### config.mk
export PLATFORM = sky130hd
export DESIGN_NAME = ofs_fim_eth_tx_pkt_arb
export DESIGN_NICKNAME = d
export VERILOG_FILES = /design/src/rtl/ofs_fim_eth_arb_pkg.sv /design/src/rtl/ofs_fim_eth_if_pkg.sv /design/src/rtl/ofs_fim_axis_pipeline_reg.sv /design/src/rtl/ofs_fim_eth_tx_pkt_arb.sv
export SDC_FILE = /design/constraint.sdc
export NUM_CORES = 1
export LEC_CHECK = 0
export BUFFER_PORTS_ARGS = -buffer_cell sky130_fd_sc_hd__buf_2
export CORE_AREA = 8 8 146 148
export CTS_BUF_LIST = sky130_fd_sc_hd__clkbuf_8
export DETAILED_ROUTE_END_ITERATION = 10
export DIE_AREA = 0 0 154 156
export HOLD_SLACK_MARGIN = 0.12
export PLACE_DENSITY = 0.65
export SKIP_CTS_REPAIR_TIMING = 1
export SYNTH_ARGS = -nofsm -noshare
export SYNTH_HDL_FRONTEND = slang
export SYNTH_SLANG_ARGS = --single-unit
### constraint.sdc
create_clock -name clk -period 2 [get_ports clk]
set_input_delay 0.2 -clock clk [delete_from_list [all_inputs] [get_ports clk]]
set_output_delay 0.2 -clock clk [all_outputs]
set_load 0.03 [all_outputs]
### src/rtl/ofs_fim_eth_arb_pkg.sv
// Arbiter state encoding and round-robin pick helper.
package ofs_fim_eth_arb_pkg;

    localparam int unsigned ARB_MAX_SRC  = 8;
    localparam int unsigned ARB_MAX_ID_W = 3;

    typedef logic [0:0] t_tx_arb_state;
    localparam t_tx_arb_state IDLE = 1'b0;
    localparam t_tx_arb_state BUSY = 1'b1;

    // Lowest requester at or above ptr; otherwise wrap to the lowest requester overall.
    function automatic logic [ARB_MAX_ID_W-1:0] rr_pick(
        input logic [ARB_MAX_SRC-1:0]  req,
        input logic [ARB_MAX_ID_W-1:0] ptr
    );
        logic [ARB_MAX_SRC-1:0]  mask;
        logic [ARB_MAX_SRC-1:0]  cand;
        logic [ARB_MAX_ID_W-1:0] win;
        mask = ~((ARB_MAX_SRC'(1) << ptr) - ARB_MAX_SRC'(1));
        cand = req & mask;
        if (cand == '0) cand = req;
        win = '0;
        for (int i = int'(ARB_MAX_SRC) - 1; i >= 0; i--) begin
            if (cand[i]) win = ARB_MAX_ID_W'(i);
        end
        return win;
    endfunction

endpackage

### src/rtl/ofs_fim_eth_if_pkg.sv
// AXIS Ethernet TX beat definition shared by the TX path.
package ofs_fim_eth_if_pkg;

    localparam int unsigned ETH_DATA_W  = 64;
    localparam int unsigned ETH_KEEP_W  = ETH_DATA_W / 8;
    localparam int unsigned ETH_TUSER_W = 2;

    typedef struct packed {
        logic                   tvalid;
        logic                   tlast;
        logic [ETH_DATA_W-1:0]  tdata;
        logic [ETH_KEEP_W-1:0]  tkeep;
        logic [ETH_TUSER_W-1:0] tuser;
    } t_axis_eth_tx;

    localparam int unsigned AXIS_ETH_TX_WIDTH = $bits(t_axis_eth_tx);

endpackage

### src/rtl/ofs_fim_axis_pipeline_reg.sv
// Single-stage AXIS register; ld_c tells the producer a beat can be taken this cycle.
module ofs_fim_axis_pipeline_reg #(
    parameter int unsigned W = 8
) (
    input  logic         clk,
    input  logic         rst,
    input  logic         in_valid,
    input  logic [W-1:0] in_data,
    input  logic         out_ready,
    output logic         out_valid,
    output logic [W-1:0] out_data,
    output logic         ld_c
);

    assign ld_c = ~out_valid | out_ready;

    // Load on ld; payload only changes when a real beat arrives.
    always_ff @(posedge clk) begin
        if (rst) begin
            out_valid <= 1'b0;
            out_data  <= '0;
        end else if (ld_c) begin
            out_valid <= in_valid;
            if (in_valid) out_data <= in_data;
        end
    end

endmodule

### src/rtl/ofs_fim_eth_tx_pkt_arb.sv
// Packet-aware round-robin merge of NUM_SRC AXIS Ethernet TX streams onto one MAC channel.
module ofs_fim_eth_tx_pkt_arb
    import ofs_fim_eth_if_pkg::*;
    import ofs_fim_eth_arb_pkg::*;
#(
    parameter int unsigned NUM_SRC  = 4,
    parameter int unsigned SRC_ID_W = $clog2(NUM_SRC)
) (
    input  logic                clk,
    input  logic                rst,
    input  logic                arb_en,
    input  t_axis_eth_tx        src_tx [NUM_SRC],
    output logic [NUM_SRC-1:0]  src_tready,
    output t_axis_eth_tx        out_tx,
    input  logic                out_tready,
    output logic [SRC_ID_W-1:0] grant_id,
    output logic                grant_busy,
    output logic                pkt_done
);

    t_tx_arb_state       state_q;
    t_tx_arb_state       state_d;
    logic [SRC_ID_W-1:0] rr_ptr;
    logic [SRC_ID_W-1:0] rr_d;
    logic [SRC_ID_W-1:0] grant_d;
    logic                done_d;
    logic [NUM_SRC-1:0]  src_valid;
    t_axis_eth_tx        sel_beat;
    logic                accept;
    logic                ld_c;
    logic                pipe_valid;
    t_axis_eth_tx        pipe_data;

    // Gather request vector and the grantee's current beat.
    always_comb begin
        for (int i = 0; i < int'(NUM_SRC); i++) src_valid[i] = src_tx[i].tvalid;
        sel_beat = src_tx[grant_id];
    end

    assign accept     = (state_q == BUSY) & sel_beat.tvalid & ld_c;
    assign grant_busy = (state_q == BUSY);

    // Only the grantee sees ready, and only when the output stage can load.
    always_comb begin
        src_tready = '0;
        if (state_q == BUSY) src_tready[grant_id] = ld_c;
    end

    // Next-state: arbitrate in IDLE, hold the grant until the tlast beat is taken.
    always_comb begin
        state_d = state_q;
        rr_d    = rr_ptr;
        grant_d = grant_id;
        done_d  = accept & sel_beat.tlast;
        case (state_q)
            IDLE: begin
                if (arb_en && (|src_valid)) begin
                    grant_d = SRC_ID_W'(rr_pick(ARB_MAX_SRC'(src_valid), ARB_MAX_ID_W'(rr_ptr)));
                    state_d = BUSY;
                end
            end
            BUSY: begin
                if (accept && sel_beat.tlast) begin
                    state_d = IDLE;
                    rr_d    = (grant_id == SRC_ID_W'(NUM_SRC - 1)) ? '0 : grant_id + SRC_ID_W'(1);
                end
            end
            default: state_d = IDLE;
        endcase
    end

    // State and arbitration registers.
    always_ff @(posedge clk) begin
        if (rst) begin
            state_q  <= IDLE;
            rr_ptr   <= '0;
            grant_id <= '0;
            pkt_done <= 1'b0;
        end else begin
            state_q  <= state_d;
            rr_ptr   <= rr_d;
            grant_id <= grant_d;
            pkt_done <= done_d;
        end
    end

    ofs_fim_axis_pipeline_reg #(
        .W (AXIS_ETH_TX_WIDTH)
    ) u_out_reg (
        .clk       (clk),
        .rst       (rst),
        .in_valid  (accept),
        .in_data   (sel_beat),
        .out_ready (out_tready),
        .out_valid (pipe_valid),
        .out_data  (pipe_data),
        .ld_c      (ld_c)
    );

    // Registered payload with the stage's own valid bit.
    always_comb begin
        out_tx        = pipe_data;
        out_tx.tvalid = pipe_valid;
    end

endmodule

==> summary.md <==
| Metric | Value |
|---|---|
| Maxcap violations | `0` |
| Yosys warnings | `0` |
| # diodes | `0` |
| Routed len/inst | `18.9 um` |
| ANT nets after route | `0` |
| Crit path to | `u_out_reg.out_data[13]` |
| Max Slew Vio Count | `0` |
| CTS Buf Count | `9` |
| R2R Path Start | `grant_id[1]` |
| Area occupied by multi-input gates | `0.00299 mm^2` |
| Largest net degree at the start of global routing | `81` |
| Complex-gate fraction of the synthesized area | `0.0973` |
| PwrDens | `584 mW/mm^2` |
| First-pass GRT wire length | `29.4 mm` |
| Cell chain of the critical path | `mux4_2 > nand3_4 > buf_12 > nand2_1 > a21oi_1` |
| Seq pwr share | `0.418` |
| Worst Path Required | `2.28 ns` |
| Capturing point of the worst reg2reg path | `u_out_reg.out_data[13]` |
| Mean Syn Cell Area | `10.5 um^2` |
| Synth area leaders | `mux4_2 35%, dfxtp_1 33%, nand2_1 11%` |
| Hold Crit Class | `input port to flip-flop` |
| Worst setup margin | `0.164 ns` |
| VDD IR max | `0.315 mV` |
| Largest family of logic cells by synthesized area | `multiplexers` |
| Final setup viols | `0` |
| CTS sink cnt | `82` |
| Slew HR | `0.652` |
| Final Skew | `0.00860 ns` |
| Area of the die | `0.0240 mm^2` |
| Gate power share | `0.295` |
| CTS tree | `done` |
| Initial DRC Count | `257` |
| Remaining DRCs | `0` |
| Final Cycle Share | `0.918` |
| Status | `completed` |
| Measured slew at the worst slew-check pin | `0.522 ns` |
| Setup Total Neg Slack | `0 ns` |
| Xor and xnor area share after synthesis | `0` |
| Final Critical Period | `1.84 ns` |
| Post-DP HPWL | `15.9 mm` |
| Arrival time at the worst endpoint | `2.12 ns` |
| Die outline height | `156 um` |
| Worst reg-to-reg path cell count | `5` |
| Syn Inst Count | `469` |
| Latest clock arrival within the worst-skew pair | `0.35 ns` |
| Synth Area in Adders | `0.0101` |
| Post-synthesis register bit count | `82` |
| Vias per cell | `4.87` |
| Flop2flop setup slack | `0.16 ns` |
| Routed vias | `5249` |
| Clock Pin Slew Worst Setup and Hold Paths | `0.08 ns` |
| Start point of the critical path | `grant_id[1]` |
| Placed insts | `1060` |
| DR pass1 iterations | `4` |
| Sw Ratio | `0.308` |
| Mapped Nets | `781` |
| Worst-path maximum fanout | `75` |
| FF+latch area | `0.00165 mm^2` |
| Buffers on Ports | `391` |
| Overflow left after global routing | `0` |
| Lkg Pwr | `3.24 nW` |
| Initial antenna violation count | `3` |
| Cell Rows | `51` |
| Synth cell types | `30` |
| GR Util All Layers | `0.156` |
| Crit. End Element | `flip-flop` |
| Routed WL | `20.4 mm` |
| Routability cong. | `0.910` |
| CTS root buffer | `clkbuf_8` |
| Fin. Hold Viols | `0` |
| Finished Layout Cells | `1077` |
| Setup CP Type | `flip-flop to flip-flop` |
| Pre-CTS setup slack | `0.209 ns` |
| Leading cell type in the layout, fill and taps excluded | `buf_2` |
| Slowest CP cell | `mux4_2` |
| Most frequent cells in the layout | `390 x buf_2, 143 x nand2_1, 80 x dfxtp_1` |
| Area Overhead vs Synth | `47.4%` |
| Synth area leader | `mux4_2` |
| Fmax | `0.545 GHz` |
| Pint | `2.94 mW` |
| Share of cells above drive strength 1 | `0.614` |
| Mapped cell area | `0.00494 mm^2` |
| Top-area cell type share of the netlist area | `0.347` |
| Initial Util | `0.259` |
| Final core utilization | `0.381` |
| Clk pwr share | `0.286` |
| Critical path's largest stage delay | `0.58 ns` |
| CTS max path bufs | `2` |
| Startpoint Class | `flip-flop` |
| Final Cell Area | `0.00728 mm^2` |
| Mux contribution to synthesized area | `0.349` |
| Core area | `0.0191 mm^2` |
| Nets | `1147` |
| H-tree levels | `3` |
| RSZ-0062 raised after global routing | `no` |
| Layout fillers | `1956` |
| Sequential fraction of the synthesis area | `0.332` |
| Vias in the first global route | `5455` |
| Simple-gate share of the synthesized area | `0.147` |
| Switching Power | `1.31 mW` |
| Chip Width | `154 um` |
| Io pins | `392` |
| Placed Area | `0.00702 mm^2` |
==> flip-flops by register name, summed over array words and instances (netlist names) <==
name / count
pkt_done: 1
grant_busy: 1
rr_ptr: 2
u_out_reg.out_data: 75
u_out_reg.out_valid: 1
grant_id: 2
==> cell usage after synthesis <==
| cell type | number |
|---|---|
| nand2_2 | 10 |
| mux2i_1 | 1 |
| nor2_1 | 3 |
| dfxtp_1 | 82 |
| a21oi_2 | 10 |
| o22ai_1 | 2 |
| a21boi_0 | 1 |
| nor2b_1 | 1 |
| buf_6 | 13 |
| clkbuf_4 | 2 |
| clkbuf_1 | 13 |
| nand3b_1 | 3 |
| buf_2 | 8 |
| nand2b_1 | 2 |
| buf_8 | 1 |
| and2_1 | 1 |
| or4_1 | 1 |
| o21ai_0 | 2 |
| nand2_1 | 143 |
| buf_1 | 5 |
| mux4_2 | 76 |
| or3_1 | 1 |
| a21oi_1 | 69 |
| buf_4 | 3 |
| and3_1 | 5 |
| nand3_2 | 1 |
| nand4_2 | 1 |
| ha_1 | 4 |
| o41ai_1 | 2 |
| inv_1 | 3 |
==> per-layer routing <==
| layer | share of wire | wire length (um) | track usage |
|---|---|---|---|
| met5 | 0.00064 | 13 | 0 |
| met4 | 0.025 | 514 | 0.0616 |
| met1 | 0.38 | 7760 | 0.169 |
| met2 | 0.51 | 10400 | 0.271 |
| met3 | 0.085 | 1740 | 0.0576 |
==> cell type report <==
cell class / count / area share
multi-input cells: 339 / 0.410
repair buffers: 400 / 0.294
flip-flops and latches: 82 / 0.227
well taps: 238 / 0.0409
clock buffers: 10 / 0.0189
clock inverters: 5 / 0.00757
inverters: 3 / 0.00155
==> cell families (layout without fill, tap and decap cells) <==
group	count (synthesis)	after routing
flip-flops	82	82
buffers and inverters	48	418
multiplexers	77	77
adder cells (fa/ha/maj)	4	4
AO/OA/AOI/OAI	86	86
AND/OR/NAND/NOR	172	172
==> stage by stage <==
| stage | hold slack, ns | power, mW |
|---|---|---|
| 2_1_floorplan | 0.297 | 2.58 |
| 3_3_place_gp | 0.439 | 3.04 |
| 3_5_place_dp | 0.443 | 3.06 |
| 4_1_cts | 0.149 | 4.31 |
| 5_1_grt | 0.179 | 4.50 |
| 6_report | 0.185 | 4.25 |
==> power groups by stage <==
stage	sequential [mW]	clock, mW	combinational (mW)
floorplan	1.97	0	0.605
global placement	1.81	0	1.23
detailed placement	1.81	0	1.25
CTS	1.77	1.29	1.25
global route	1.79	1.35	1.36
finish	1.78	1.22	1.25
==> worst min path at each step <==
stage                                start                endpoint  slack (ns)  cells after the start
floorplan                              rst             grant_id[0]        0.30                      1
global placement    u_out_reg.out_data[26]  u_out_reg.out_data[26]        0.44                      2
detailed placement   u_out_reg.out_data[5]   u_out_reg.out_data[5]        0.44                      2
CTS                            src_tx[227]             grant_id[1]        0.15                      3
global route                   src_tx[227]             grant_id[1]        0.18                      3
finish                         src_tx[227]             grant_id[1]        0.19                      3
==> critical path, delay by kind of cell, from the launching register on <==
family | cells | cell delay [ns]
muxes | 1 | 0.58
AOI/OAI and AO/OA | 1 | 0.17
DFF | 1 | 0.41
and+or+nand+nor | 2 | 0.21
buffers and inverters | 1 | 0.26
Note: power is estimated with default switching activity, not from simulation.
